File: config.mk
export PLATFORM = sky130hd
export DESIGN_NAME = uart_matmul_ctrl
export DESIGN_NICKNAME = d
export VERILOG_FILES = /design/src/rtl/uart_matmul_ctrl.sv
export SDC_FILE = /design/constraint.sdc
export NUM_CORES = 1
export LEC_CHECK = 0
export BUFFER_PORTS_ARGS = -buffer_cell sky130_fd_sc_hd__buf_2
export CAP_MARGIN = 30
export CORE_ASPECT_RATIO = 0.6
export CORE_MARGIN = 5
export CORE_UTILIZATION = 43
export CTS_CLUSTER_SIZE = 10
export DETAILED_ROUTE_END_ITERATION = 6
export PLACE_DENSITY = 0.62
export SYNTH_ARGS = -nofsm -noshare
export SYNTH_HDL_FRONTEND = slang
export SYNTH_SLANG_ARGS = --single-unit
File: constraint.sdc
create_clock -name clk -period 4.7 [get_ports clk]
set_clock_uncertainty 0.05 [all_clocks]
set_input_delay 0.235 -clock clk [delete_from_list [all_inputs] [get_ports clk]]
set_output_delay 0.235 -clock clk [all_outputs]
set_load 0.005 [all_outputs]
File: src/rtl/uart_matmul_ctrl.sv
// Frame controller: gathers A5-headed A/B operand frames from the UART, starts the multiplier,
// then streams each result word back out MSB byte first. Single clock, synchronous active-high reset.
module uart_matmul_ctrl #(
  parameter int          N       = 2,
  parameter int          ADDR_W  = 2,
  parameter int          RES_W   = 16,
  parameter logic [7:0]  HEADER  = 8'hA5,
  parameter int          TIMEOUT = 1000000
) (
  input  logic              clk,
  input  logic              rst,
  input  logic [7:0]        rx_data,
  input  logic              rx_valid,
  output logic              a_we,
  output logic              b_we,
  output logic [ADDR_W-1:0] wr_addr,
  output logic [7:0]        wr_data,
  output logic              mm_start,
  input  logic              mm_done,
  output logic [ADDR_W-1:0] res_addr,
  input  logic [RES_W-1:0]  res_data,
  output logic [7:0]        tx_data,
  output logic              tx_start,
  input  logic              tx_busy,
  output logic              busy,
  output logic              err
);

  localparam int TW = (TIMEOUT > 1) ? $clog2(TIMEOUT) : 1;
  localparam logic [ADDR_W-1:0] LAST  = ADDR_W'(N*N - 1);
  localparam logic [TW-1:0]     TLAST = TW'(TIMEOUT - 1);

  typedef enum logic [3:0] {
    IDLE, LOAD_A, LOAD_B, START, WAIT_MM, RD, RD_WAIT,
    SEND_HI, GUARD_HI, WAIT_HI, SEND_LO, GUARD_LO, WAIT_LO
  } state_t;

  state_t            state, next;
  logic [ADDR_W-1:0] cnt;
  logic [ADDR_W-1:0] ridx;
  logic [TW-1:0]     tcnt;
  logic [RES_W-1:0]  word;
  logic [15:0]       word16;

  assign word16 = 16'(word);

  always_ff @(posedge clk) begin
    if (rst) state <= IDLE;
    else     state <= next;
  end

  always_comb begin
    next = state;
    case (state)
      IDLE:     if (rx_valid && rx_data == HEADER) next = LOAD_A;
      LOAD_A: begin
        if (rx_valid) begin
          if (cnt == LAST) next = LOAD_B;
        end else if (tcnt == TLAST) begin
          next = IDLE;
        end
      end
      LOAD_B: begin
        if (rx_valid) begin
          if (cnt == LAST) next = START;
        end else if (tcnt == TLAST) begin
          next = IDLE;
        end
      end
      START:    next = WAIT_MM;
      WAIT_MM:  if (mm_done) next = RD;
      RD:       next = RD_WAIT;
      RD_WAIT:  next = SEND_HI;
      SEND_HI:  if (!tx_busy) next = GUARD_HI;
      GUARD_HI: next = WAIT_HI;
      WAIT_HI:  if (!tx_busy) next = SEND_LO;
      SEND_LO:  if (!tx_busy) next = GUARD_LO;
      GUARD_LO: next = WAIT_LO;
      WAIT_LO:  if (!tx_busy) next = (ridx == LAST) ? IDLE : RD;
      default:  next = IDLE;
    endcase
  end

  always_comb begin
    mm_start = 1'b0;
    tx_start = 1'b0;
    tx_data  = 8'h00;
    busy     = (state != IDLE);
    res_addr = ridx;
    case (state)
      START:   mm_start = 1'b1;
      SEND_HI: begin
        tx_data  = word16[15:8];
        tx_start = !tx_busy;
      end
      SEND_LO: begin
        tx_data  = word16[7:0];
        tx_start = !tx_busy;
      end
      default: ;
    endcase
  end

  // Operand write strobes are registered so they land one cycle after the accepted byte.
  always_ff @(posedge clk) begin
    if (rst) begin
      a_we    <= 1'b0;
      b_we    <= 1'b0;
      wr_addr <= '0;
      wr_data <= '0;
      cnt     <= '0;
      tcnt    <= '0;
      ridx    <= '0;
      word    <= '0;
      err     <= 1'b0;
    end else begin
      a_we <= 1'b0;
      b_we <= 1'b0;
      case (state)
        IDLE: begin
          if (rx_valid && rx_data == HEADER) begin
            cnt  <= '0;
            tcnt <= '0;
            err  <= 1'b0;
          end
        end
        LOAD_A, LOAD_B: begin
          if (rx_valid) begin
            a_we    <= (state == LOAD_A);
            b_we    <= (state == LOAD_B);
            wr_addr <= cnt;
            wr_data <= rx_data;
            cnt     <= (cnt == LAST) ? '0 : cnt + ADDR_W'(1);
            tcnt    <= '0;
          end else if (tcnt == TLAST) begin
            tcnt <= '0;
            cnt  <= '0;
            err  <= 1'b1;
          end else begin
            tcnt <= tcnt + TW'(1);
          end
        end
        WAIT_MM: if (mm_done) ridx <= '0;
        RD_WAIT: word <= res_data;
        WAIT_LO: if (!tx_busy && ridx != LAST) ridx <= ridx + ADDR_W'(1);
        default: ;
      endcase
    end
  end

endmodule

Word-level counts from Yosys, hierarchy flattened
Cells that the tools add are included.

word-level totals
  bits in registers = 57
  bits of input ports = 29
  word-level logic and storage cells = 92
  output and inout port bits = 26

cells by class
  bitwise logic cells = 2
  multiplexer cells = 32
  add/sub/neg operators = 3
  reduce and logical (&&, ||, !) cells = 16
  equality and inequality tests = 29

operators by type and width
  kind                                                  count
  2-to-1 mux 20 bit                                     3
  case mux 4 bit (13 select lines)                      1
  2-to-1 mux 4 bit                                      11
  case mux 20 bit (2 select lines)                      1
  adder 20 x 1 -> 20 bit (second input constant)        1
  equality test 20 bit (second input constant)          1
  equality test 4 bit (second input constant)           5
  inequality test 2 bit (second input constant)         10
  equality test 4 x 3 -> 1 bit (second input constant)  4
  case mux 8 bit (2 select lines)                       1
  2-to-1 mux 2 bit                                      6
  inequality test 3 bit (second input constant)         3
  equality test 4 x 2 -> 1 bit (second input constant)  2
  equality test 8 bit (second input constant)           1
  case mux 2 bit (2 select lines)                       2
  AND reduction 8 bit                                   1
  AND reduction 3 bit                                   2
  2-to-1 mux 1 bit                                      5
  adder 2 x 1 -> 2 bit (second input constant)          2
  equality test 2 bit (second input constant)           2
  equality test 4 x 1 -> 1 bit (second input constant)  1
  zero test 4 bit                                       1
  AND reduction 2 bit                                   2
  AND reduction 4 bit                                   1
  9 further kinds                                       13

Logic depth before layout (Yosys ltp)
Gate-level depths: netlist of the first run.

  depth after elaboration = 4
  mapped depth = 7
  gate-level depth less buffers = 6

Worst setup path before layout of the first run
OpenSTA, ideal clock, no wires.

  path kind = register to register
  start = register tcnt[0]
  end = register tcnt[18]
  data required time = 4,568 ps
  slack = 2,976 ps
  stages on the path, launching flop included = 7
  arrival time = 1,592 ps
  cell sequence = dfxtp_1 > ha_1 > nand4_1 > nor4_2 > nand3_1 > or4_1 > o221ai_1

between the ends
  longest elaborated chain between the ends = 4
  elaborated cells between the ends (all ways) = 5
  those cells by class = add/sub: 1; eq/ne: 1; mux: 3

ends and longest elaborated chain
  element                                                         line      text
  start: declaration                                              41        logic [TW-1:0] tcnt;
  start signal: assignment                                        140       tcnt <= tcnt + TW'(1);
  adder 20 x 1 -> 20 bit or equality test 20 bit (tied branches)  140, 135
  2-to-1 mux 20 bit (*)                                           135       end else if (tcnt == TLAST) begin
  2-to-1 mux 20 bit (*)                                           128       if (rx_valid) begin
  case mux 20 bit (2 select lines) (*)                            119       case (state)

Every way passes the cells marked *; elsewhere a longest branch is shown, timed or not.
A chain may end at the register's enable or synchronous reset.

Worst setup path in the final report of the first run
  start = register state[0]
  end = output port tx_data[2]

between the ends
  longest elaborated chain between the ends = 2
  elaborated cells between the ends (all ways) = 3
  those cells by class = eq/ne: 2; mux: 1

ends and longest elaborated chain
  element                                                              line  text
  start: declaration                                                   38    state_t state, next;
  start signal: assignment                                             49    else state <= next;
  equality test 4 bit or equality test 4 x 3 -> 1 bit (tied branches)  90    case (state)
  case mux 8 bit (2 select lines) (*)                                  90
  end: declaration                                                     22    output logic [7:0] tx_data,

Marked as above.

==> results of run 1 <==
[per-stage QoR]
step                util (%)  setup WS (ns)  instance area [µm²]  hold slack [ns]  power [mW]
finish                  51.0           2.26                 3360           0.0752        1.06
global route            51.0           2.05                 3360           0.0603        1.12
CTS                     51.0           2.21                 3360           0.0611        1.07
detailed placement      48.1           2.34                 3170            0.397       0.636
global placement        48.1           2.34                 3170            0.391       0.635
floorplan                  -           2.98                 2880            0.321       0.597
[cells in the mapped netlist, drive strengths merged, types with 3 or more instances]
cell type,number
nand2b,4
a31oi,12
nor4,5
nor4b,4
a21oi,34
dfxtp,57
inv,7
or3,6
nor3,7
ha,3
and4,3
mux2i,3
nand3,20
a22o,10
nor2,23
o21ai,12
and3,5
buf,9
nand2,78
clkbuf,11
nand4,5
and2,3
[sequential cells by signal (all words and copies together) (netlist names)]
register  flops
tcnt         20
word         16
err           1
res_addr      2
a_we          1
wr_addr       2
wr_data       8
b_we          1
state         4
cnt           2
[cells by family after synthesis]
family / synth area share (%)
AOI/OAI and AO/OA: 20.4
xor gates and xnor gates: 1.22
muxes: 1.82
and+or+nand+nor: 31.2
adders and majority gates: 1.30
buffers and inverters: 4.47
DFF: 39.6
[report_power, final]
group	internal (mW)	leakage [nW]	total, mW	switching [mW]
Clock	0.247	0.102	0.437	0.190
Combinational	0.0405	0.736	0.117	0.0768
Sequential	0.494	0.459	0.509	0.0151
[metal layers]
| layer | global-route usage [%] | part of all wire (%) |
|---|---|---|
| met3 | 6.42 | 5.9 |
| met1 | 28.1 | 55 |
| met2 | 24.1 | 39 |
| met4 | 5.15 | 0.31 |
| met5 | 0 | 0 |
[cells in the final DEF, fill, tap and decap left out, types with 4 or more instances in the layout]
cell	n
inv_1	7
clkbuf_8	13
nand2_1	78
nor3_1	6
dfxtp_1	57
a31oi_1	12
a21oi_1	34
o21ai_0	9
nand4_1	4
buf_2	54
nor2_1	23
nand3_1	20
nand2b_1	4
a22o_1	10
or3_1	5
and3_1	5
[how the worst max path moves through the flow]
| stage | from | to | slack [ns] | cells past startpoint |
|---|---|---|---|---|
| 2_1_floorplan | tcnt[0]$_SDFFE_PP0P_ | tcnt[18]$_SDFFE_PP0P_ | 2.98 | 6 |
| 3_3_place_gp | state[0]$_SDFFE_PP0P_ | state[1]$_SDFFE_PP0P_ | 2.34 | 5 |
| 3_5_place_dp | rst | tcnt[14]$_SDFFE_PP0P_ | 2.34 | 4 |
| 4_1_cts | state[0]$_SDFFE_PP0P_ | tx_data[1] | 2.21 | 4 |
| 5_1_grt | state[0]$_SDFFE_PP0P_ | tx_start | 2.05 | 5 |
| 6_report | state[0]$_SDFFE_PP0P_ | tx_data[2] | 2.26 | 4 |
[area by class of cell]
type / instances / area (µm²)
fill: 657 / 3230
multi-input combinational: 275 / 1610
sequential: 57 / 1140
timing repair buffer: 55 / 278
clock buffer: 14 / 183
tap: 87 / 109
inverter: 7 / 26.3
clock inverter: 2 / 10.0
[worst max-delay path: cells and delay by family (launching register included)]
kind                   cells  cell delay, ns
and+or+nand+nor            2            0.79
DFF                        1            0.66
AOI/OAI and AO/OA          1            0.25
buffers and inverters      1            0.11
==> flow_summary.json, run 1 <==
{
  "outcome": "finished clean",
  "antenna_found_initial": 0,
  "max_cap_violations": 0,
  "netlist_area_um2": 2880,
  "routedWlPerCell_um": 15.0,
  "final.min_clock_period_ns": 2.44,
  "drc": 0,
  "vias_per_cell": 5.55,
  "yosys.area.top_type_share_pct": 39.6,
  "synth_edf_count": 0,
  "relSlewSlack_pct": 35.1,
  "timing.rr.start": "state[1]$_SDFFE_PP0P_",
  "cts_tree": "done",
  "gp_routability_congestion": 0.819,
  "clk_pin_slew_ns": 0.07,
  "final_hold_viol_count": 0,
  "post_cts_buffers": 0,
  "io_buffers": 54,
  "fmax_mhz": 410,
  "startpoint_type": "flop",
  "stdcell_count": 497,
  "holdBufCountCts": 0,
  "rsz0062_at_grt": "no",
  "num_vias": 2760,
  "dp_cells": 481,
  "track_usage_pct": 18.4,
  "p_leak_nw": 1.30,
  "htree_num_levels": 3,
  "cts_resized": 0,
  "r2r_end": "state[1]$_SDFFE_PP0P_",
  "die_w_um": 116,
  "syn_inst": 359,
  "peakVddDrop_mv": 0.197,
  "synth_top_cell_by_area": "dfxtp_1",
  "synth-seq-area-share_pct": 39.6,
  "synthesis.nets": 391,
  "hold-path-cell-count": 3,
  "area_growth_pct": 16.5,
  "first_pass_iters": 4,
  "tightest_slew_ns": 0.974,
  "yosys_warnings": 0,
  "worstHoldStart": "res_data[8]",
  "p_per_area_nw_per_um2": 317,
  "ys.flop_type": "dfxtp_1",
  "critPathMaxFanout": 17,
  "place_hpwl_um": 5250,
  "setup_violations": 0,
  "n_antenna_cell": 0,
  "clock_sinks": 57,
  "fin_nets": 437,
  "tns_ns": 0,
  "critPathKind": "flop to output port",
  "die-area_um2": 8500,
  "clk_latency_ns": 0.34,
  "r2r_slack_ns": 2.29,
  "rows": 23,
  "ios": 55,
  "async_flop_share_pct": 0,
  "drv_slew": 0,
  "coreArea_um2": 6590,
  "die_h_um": 73.4,
  "fin_crit_sh_pct": 51.9,
  "cp-end-kind": "output port",
  "critPathSlowestCell": "dfxtp_1",
  "drt_iter0_markers": 187,
  "synth_seq_cells": 57,
  "syn_area_per_cell_um2": 8.03,
  "cts-root-buf": "clkbuf_8",
  "clock_path_buffers": 2,
  "cp_data_required_time_ns": 4.41,
  "numCtsBuffers": 9,
  "grt_max_degree": 54,
  "cpPeakStageDelay_ns": 0.66,
  "r2r_cells": 5,
  "hp-class": "primary input to flop",
  "hold_end": "word[8]$_SDFFE_PP0P_",
  "grt_pass1_wl_um": 12400,
  "arrival_ns": 2.15,
  "routed_wl_um": 7480,
  "synth_area_leaders": "dfxtp_1 40%, nand2_1 10%, a21oi_1 5.9%",
  "grt_overflow": 0,
  "grt_pass1_vias": 2472,
  "worstPathCellList": "nand2b_1 -> nor2_1 -> a22o_1 -> buf_2",
  "initial_core_util_pct": 43.7,
  "synth.distinct_cells": 61,
  "layout-drive-gt1-share_pct": 21.0,
  "ant_nets": 0
}
No activity file was read; power rests on OpenSTA's default activity.
==> run 2, diff against run 1 <==
Settings changed: PLACE_DENSITY 0.62 to 0.64.
Clock period 4.7 ns to 2 ns, I/O delays scaled along.
==> flow_summary.json, run 2 (synthesis results as in run 1) <==
{
  "final_hold_viol_count": 0,
  "track_usage_pct": 18.9,
  "rows": 23,
  "fillerInstances": 617,
  "io_buffers": 54,
  "utilization_pct": 58.5,
  "setup_violations": 0,
  "relSlewSlack_pct": 61.1,
  "fmax_mhz": 523,
  "clock_path_buffers": 2,
  "num_vias": 2944,
  "tightest_slew_ns": 0.583,
  "cts-root-buf": "clkbuf_8",
  "place_hpwl_um": 5690,
  "die_w_um": 116,
  "die-area_um2": 8500,
  "clock_sinks": 57,
  "post_cts_buffers": 0,
  "drt_iter0_markers": 261,
  "cp-end-kind": "output port",
  "ant_nets": 0,
  "clk_pin_slew_ns": 0.06,
  "antenna_found_initial": 0,
  "max_cap_violations": 0,
  "grt_overflow": 0,
  "vias_per_cell": 5.40,
  "grt_pass1_vias": 2502,
  "gp_routability_congestion": 0.857,
  "final.min_clock_period_ns": 1.91,
  "initial_core_util_pct": 43.7,
  "top_regs": "tcnt: 20 flops, word: 16 flops, wr_data: 8 flops",
  "die_h_um": 73.4,
  "hp-class": "primary input to flop",
  "drv_slew": 0,
  "area_growth_pct": 33.8,
  "largest_register": "tcnt",
  "routedWlPerCell_um": 14.8,
  "routed_wl_um": 8050,
  "cp_data_required_time_ns": 1.85,
  "coreArea_um2": 6590,
  "first_pass_iters": 5,
  "grt_max_degree": 29,
  "clk_latency_ns": 0.35,
  "critPathKind": "flop to output port",
  "numCtsBuffers": 9,
  "layout.cells.most_common": "nand2_1",
  "fin_crit_sh_pct": 95.7,
  "cts_tree": "done",
  "peakVddDrop_mv": 0.358,
  "critPathMaxFanout": 13,
  "stdcell_area_um2": 3860,
  "startpoint_type": "flop",
  "n_antenna_cell": 0,
  "largest_reg_flops": 20,
  "tns_ns": 0,
  "p_per_area_nw_per_um2": 729,
  "fin_nets": 485,
  "placed_cell_area_um2": 3350,
  "whs_ns": 0.0182,
  "outcome": "finished clean",
  "grt_pass1_wl_um": 12400,
  "layout-drive-gt1-share_pct": 25.1,
  "final_cell_mix": "77 x nand2_1, 56 x dfxtp_1, 54 x buf_2",
  "p_leak_nw": 1.57,
  "ios": 55,
  "htree_num_levels": 3,
  "arrival_ns": 1.76,
  "drc": 0
}
[run 2: timing repair]
action                                 4_1_cts  5_1_grt
hold buffers                                24        0
gates resized for setup                      0        7
setup endpoints to repair                    0        3
endpoints found under the hold margin       24        0
[run 2: layout make-up]
type                    count  area (µm²)  area share [%]
multi-input cells         275        1650            42.8
well taps                  87         109            2.82
clock inverters             5        77.6            2.01
inverters                   7        26.3           0.681
flip-flops and latches     57        1140            29.6
repair buffers            103         698            18.1
clock buffers              11         151            3.92
[run 2: worst max-delay path, cell delays in order, from the launching register on]
cell and delay, ns:
dfxtp_1 0.39, buf_4 0.21, nand2b_1 0.18, nor2_1 0.08, buf_4 0.18, a22o_1 0.24, buf_2 0.12
[run 2: final timing paths]
check | start | endpoint | slack, ns | cells past startpoint
setup / recovery | state[3]$_SDFFE_PP0P_ | tx_data[3] | 0.09 | 6
hold / removal | rx_valid | b_we$_SDFF_PP0_ | 0.02 | 3
setup reg to reg | tcnt[10]$_SDFFE_PP0P_ | tcnt[18]$_SDFFE_PP0P_ | 0.09 | 5
hold reg to reg | wr_data[5]$_SDFFE_PP0P_ | wr_data[5]$_SDFFE_PP0P_ | 0.40 | 2
[run 2: per-layer routing]
| metal | wire [µm] | global-route usage, % | part of all wire, % | up-vias |
|---|---|---|---|---|
| met3 | 570 | 6.75 | 7.1 | 4 |
| met1 | 4270 | 28.9 | 53 | 1351 |
| met4 | 49 | 5.41 | 0.61 | 0 |
| met5 | 0 | 0 | 0 | - |
| li1 | - | - | - | 1491 |
| met2 | 3160 | 24.4 | 39 | 98 |
[run 2: power by group]
part / switching, mW / internal, mW
sequential: 0.0201 / 1.16
combinational: 0.219 / 0.172
clock: 0.477 / 0.764
total: 0.716 / 2.10
[run 2: through the flow]
stage,instances,setup slack [ns],total power [mW]
after global placement,505,0.126,1.54
after global routing,545,-0.0161,2.91
after floorplan,359,0.276,1.40
final,545,0.0869,2.81
after CTS,545,0.0308,2.81
after detailed placement,505,0.0799,1.54
==> run 3, diff against run 2 <==
Settings changed: MAX_ROUTING_LAYER set to met4, PLACE_DENSITY 0.64 to 0.62.
Clock period 2 ns to 1.8 ns, I/O delays scaled along.
==> flow_summary.json, run 3 (synthesis results as in run 1) <==
{
  "die_w_um": 116,
  "cp_data_required_time_ns": 1.98,
  "max_cap_violations": 0,
  "final_hold_viol_count": 0,
  "arrival_ns": 2.06,
  "grt_max_degree": 27,
  "power_frac_clock_pct": 39.3,
  "p_leak_nw": 1.78,
  "antenna_found_initial": 0,
  "cts-root-buf": "clkbuf_8",
  "coreArea_um2": 6590,
  "power.internal_mw": 2.20,
  "layout-drive-gt1-share_pct": 37.4,
  "first_pass_iters": 5,
  "p_sw_mw": 0.844,
  "largest_reg_flops": 20,
  "largest_register": "tcnt",
  "gp_routability_congestion": 0.883,
  "utilization_pct": 66.3,
  "clk_latency_ns": 0.34,
  "p_per_area_nw_per_um2": 698,
  "worstPathCellList": "nor4b_4 -> nand4b_1 -> o21a_2 -> buf_12 -> and3_4 -> o22a_1",
  "path_buf_inv": 1,
  "critPathSlowestCell": "dfxtp_4",
  "ios": 55,
  "die-area_um2": 8500,
  "routedWlPerCell_um": 16.0,
  "outcome": "complete, but fails checks",
  "stdcell_count": 582,
  "top_regs": "tcnt: 20 flops, word: 16 flops, wr_data: 8 flops",
  "clock_path_buffers": 2,
  "p_seq_share_pct": 42.9,
  "area_growth_pct": 51.5,
  "violations": "negative setup slack",
  "fmax_mhz": 533,
  "drv_slew": 0,
  "startpoint_type": "flop",
  "final.min_clock_period_ns": 1.88,
  "final_cell_mix": "74 x nand2_1, 54 x buf_2, 50 x buf_4",
  "fin_ws_ns": -0.0777,
  "drc": 0,
  "drt_iter0_markers": 240,
  "critPathMaxFanout": 8,
  "tightest_slew_ns": 0.570,
  "peakVddDrop_mv": 0.398,
  "htree_num_levels": 3,
  "switching_share_pct": 27.7,
  "initial_core_util_pct": 43.7,
  "io_buffers": 54,
  "numCtsBuffers": 9,
  "rows": 23,
  "whs_ns": 0.0311,
  "hp-class": "primary input to flop",
  "ant_nets": 0,
  "grt_pass1_vias": 2863,
  "relSlewSlack_pct": 62.0,
  "routed_wl_um": 9290,
  "clk_pin_slew_ns": 0.07,
  "cp_top_family": "simple AND/OR/NAND/NOR gates",
  "cpPeakStageDelay_ns": 0.37,
  "fin_nets": 522,
  "grt_overflow": 0,
  "clock_sinks": 57,
  "fin_crit_sh_pct": 104,
  "multiInputGateArea_um2": 1830,
  "num_vias": 3192,
  "grt_pass1_wl_um": 13700,
  "critPathKind": "flop to flop",
  "cp-end-kind": "flop",
  "setup_violations": 5,
  "cts_tree": "done",
  "regArea_um2": 1160,
  "combPwrFrac_pct": 17.8,
  "fillerInstances": 531,
  "die_h_um": 73.4,
  "place_hpwl_um": 5930,
  "dp_cells": 527,
  "track_usage_pct": 21.3,
  "finalPower_mw": 3.05,
  "layout.cells.most_common": "nand2_1",
  "vias_per_cell": 5.48,
  "n_antenna_cell": 0,
  "rsz0062_at_grt": "yes"
}
[run 3: cell count changes in the layout (fill, tap and decap cells not counted), moves of 3 or more]
cell / change
dfxtp_1: -7
buf_4: +25
nand3_1: -3
nand3_2: +3
nand2_1: -3
dfxtp_2: +3
buf_6: +9
a31oi_1: -3
dfxtp_4: +4
[run 3: layer usage]
layer | global-route usage, % | routed length (µm) | up-vias
met3 | 6.26 | 661 | 12
met5 | - | 0 | -
li1 | - | - | 1570
met1 | 31.1 | 4630 | 1500
met2 | 28.3 | 3870 | 110
met4 | 5.66 | 130 | 0
[run 3: cell type report]
type / instances / area share [%]
inverter: 7 / 0.602
clock buffer: 10 / 3.15
clock inverter: 6 / 1.32
multi-input combinational: 275 / 41.9
timing repair buffer: 140 / 24.0
sequential: 57 / 26.6
tap: 87 / 2.49
[run 3: path summary, 6_finish.rpt]
kind / startpoint / slack (ns) / end / cells past startpoint
setup / recovery: tcnt[8]$_SDFFE_PP0P_ / -0.08 / tcnt[5]$_SDFFE_PP0P_ / 6
setup reg to reg: tcnt[8]$_SDFFE_PP0P_ / -0.08 / tcnt[5]$_SDFFE_PP0P_ / 6
hold reg to reg: word[5]$_SDFFE_PP0P_ / 0.41 / word[5]$_SDFFE_PP0P_ / 2
hold / removal: rx_valid / 0.03 / a_we$_SDFF_PP0_ / 3
[run 3: worst register-to-register path: stages, from the launching register on]
cell,delay (ns)
dfxtp_4,0.37
nor4b_4,0.29
nand4b_1,0.25
o21a_2,0.32
buf_12,0.15
and3_4,0.16
o22a_1,0.18
[run 3: repair_timing]
item,4_1_cts,5_1_grt
setup endpoints to repair,18,27
setup buffers,4,9
gates resized for setup,15,54
pin swaps,4,10
cloned,0,2
endpoints found under the hold margin,24,0
hold buffers,24,0
[run 3: per-stage QoR]
stage | TNS (ns) | worst slack [ns] | instance area, µm²
finish | -0.170 | -0.0777 | 4370
global route | -1.22 | -0.125 | 4370
CTS | -0.0253 | -0.00964 | 4040
detailed placement | -0.226 | -0.0612 | 3520
global placement | -0.128 | -0.0414 | 3520
floorplan | 0 | 0.0758 | 2880
[run 3: power by group through the flow]
stage | clock, mW | sequential [mW] | combinational, mW
global placement | 0 | 1.34 | 0.401
global route | 1.28 | 1.31 | 0.579
CTS | 1.22 | 1.31 | 0.457
detailed placement | 0 | 1.34 | 0.405
finish | 1.20 | 1.31 | 0.542
floorplan | 0 | 1.33 | 0.223
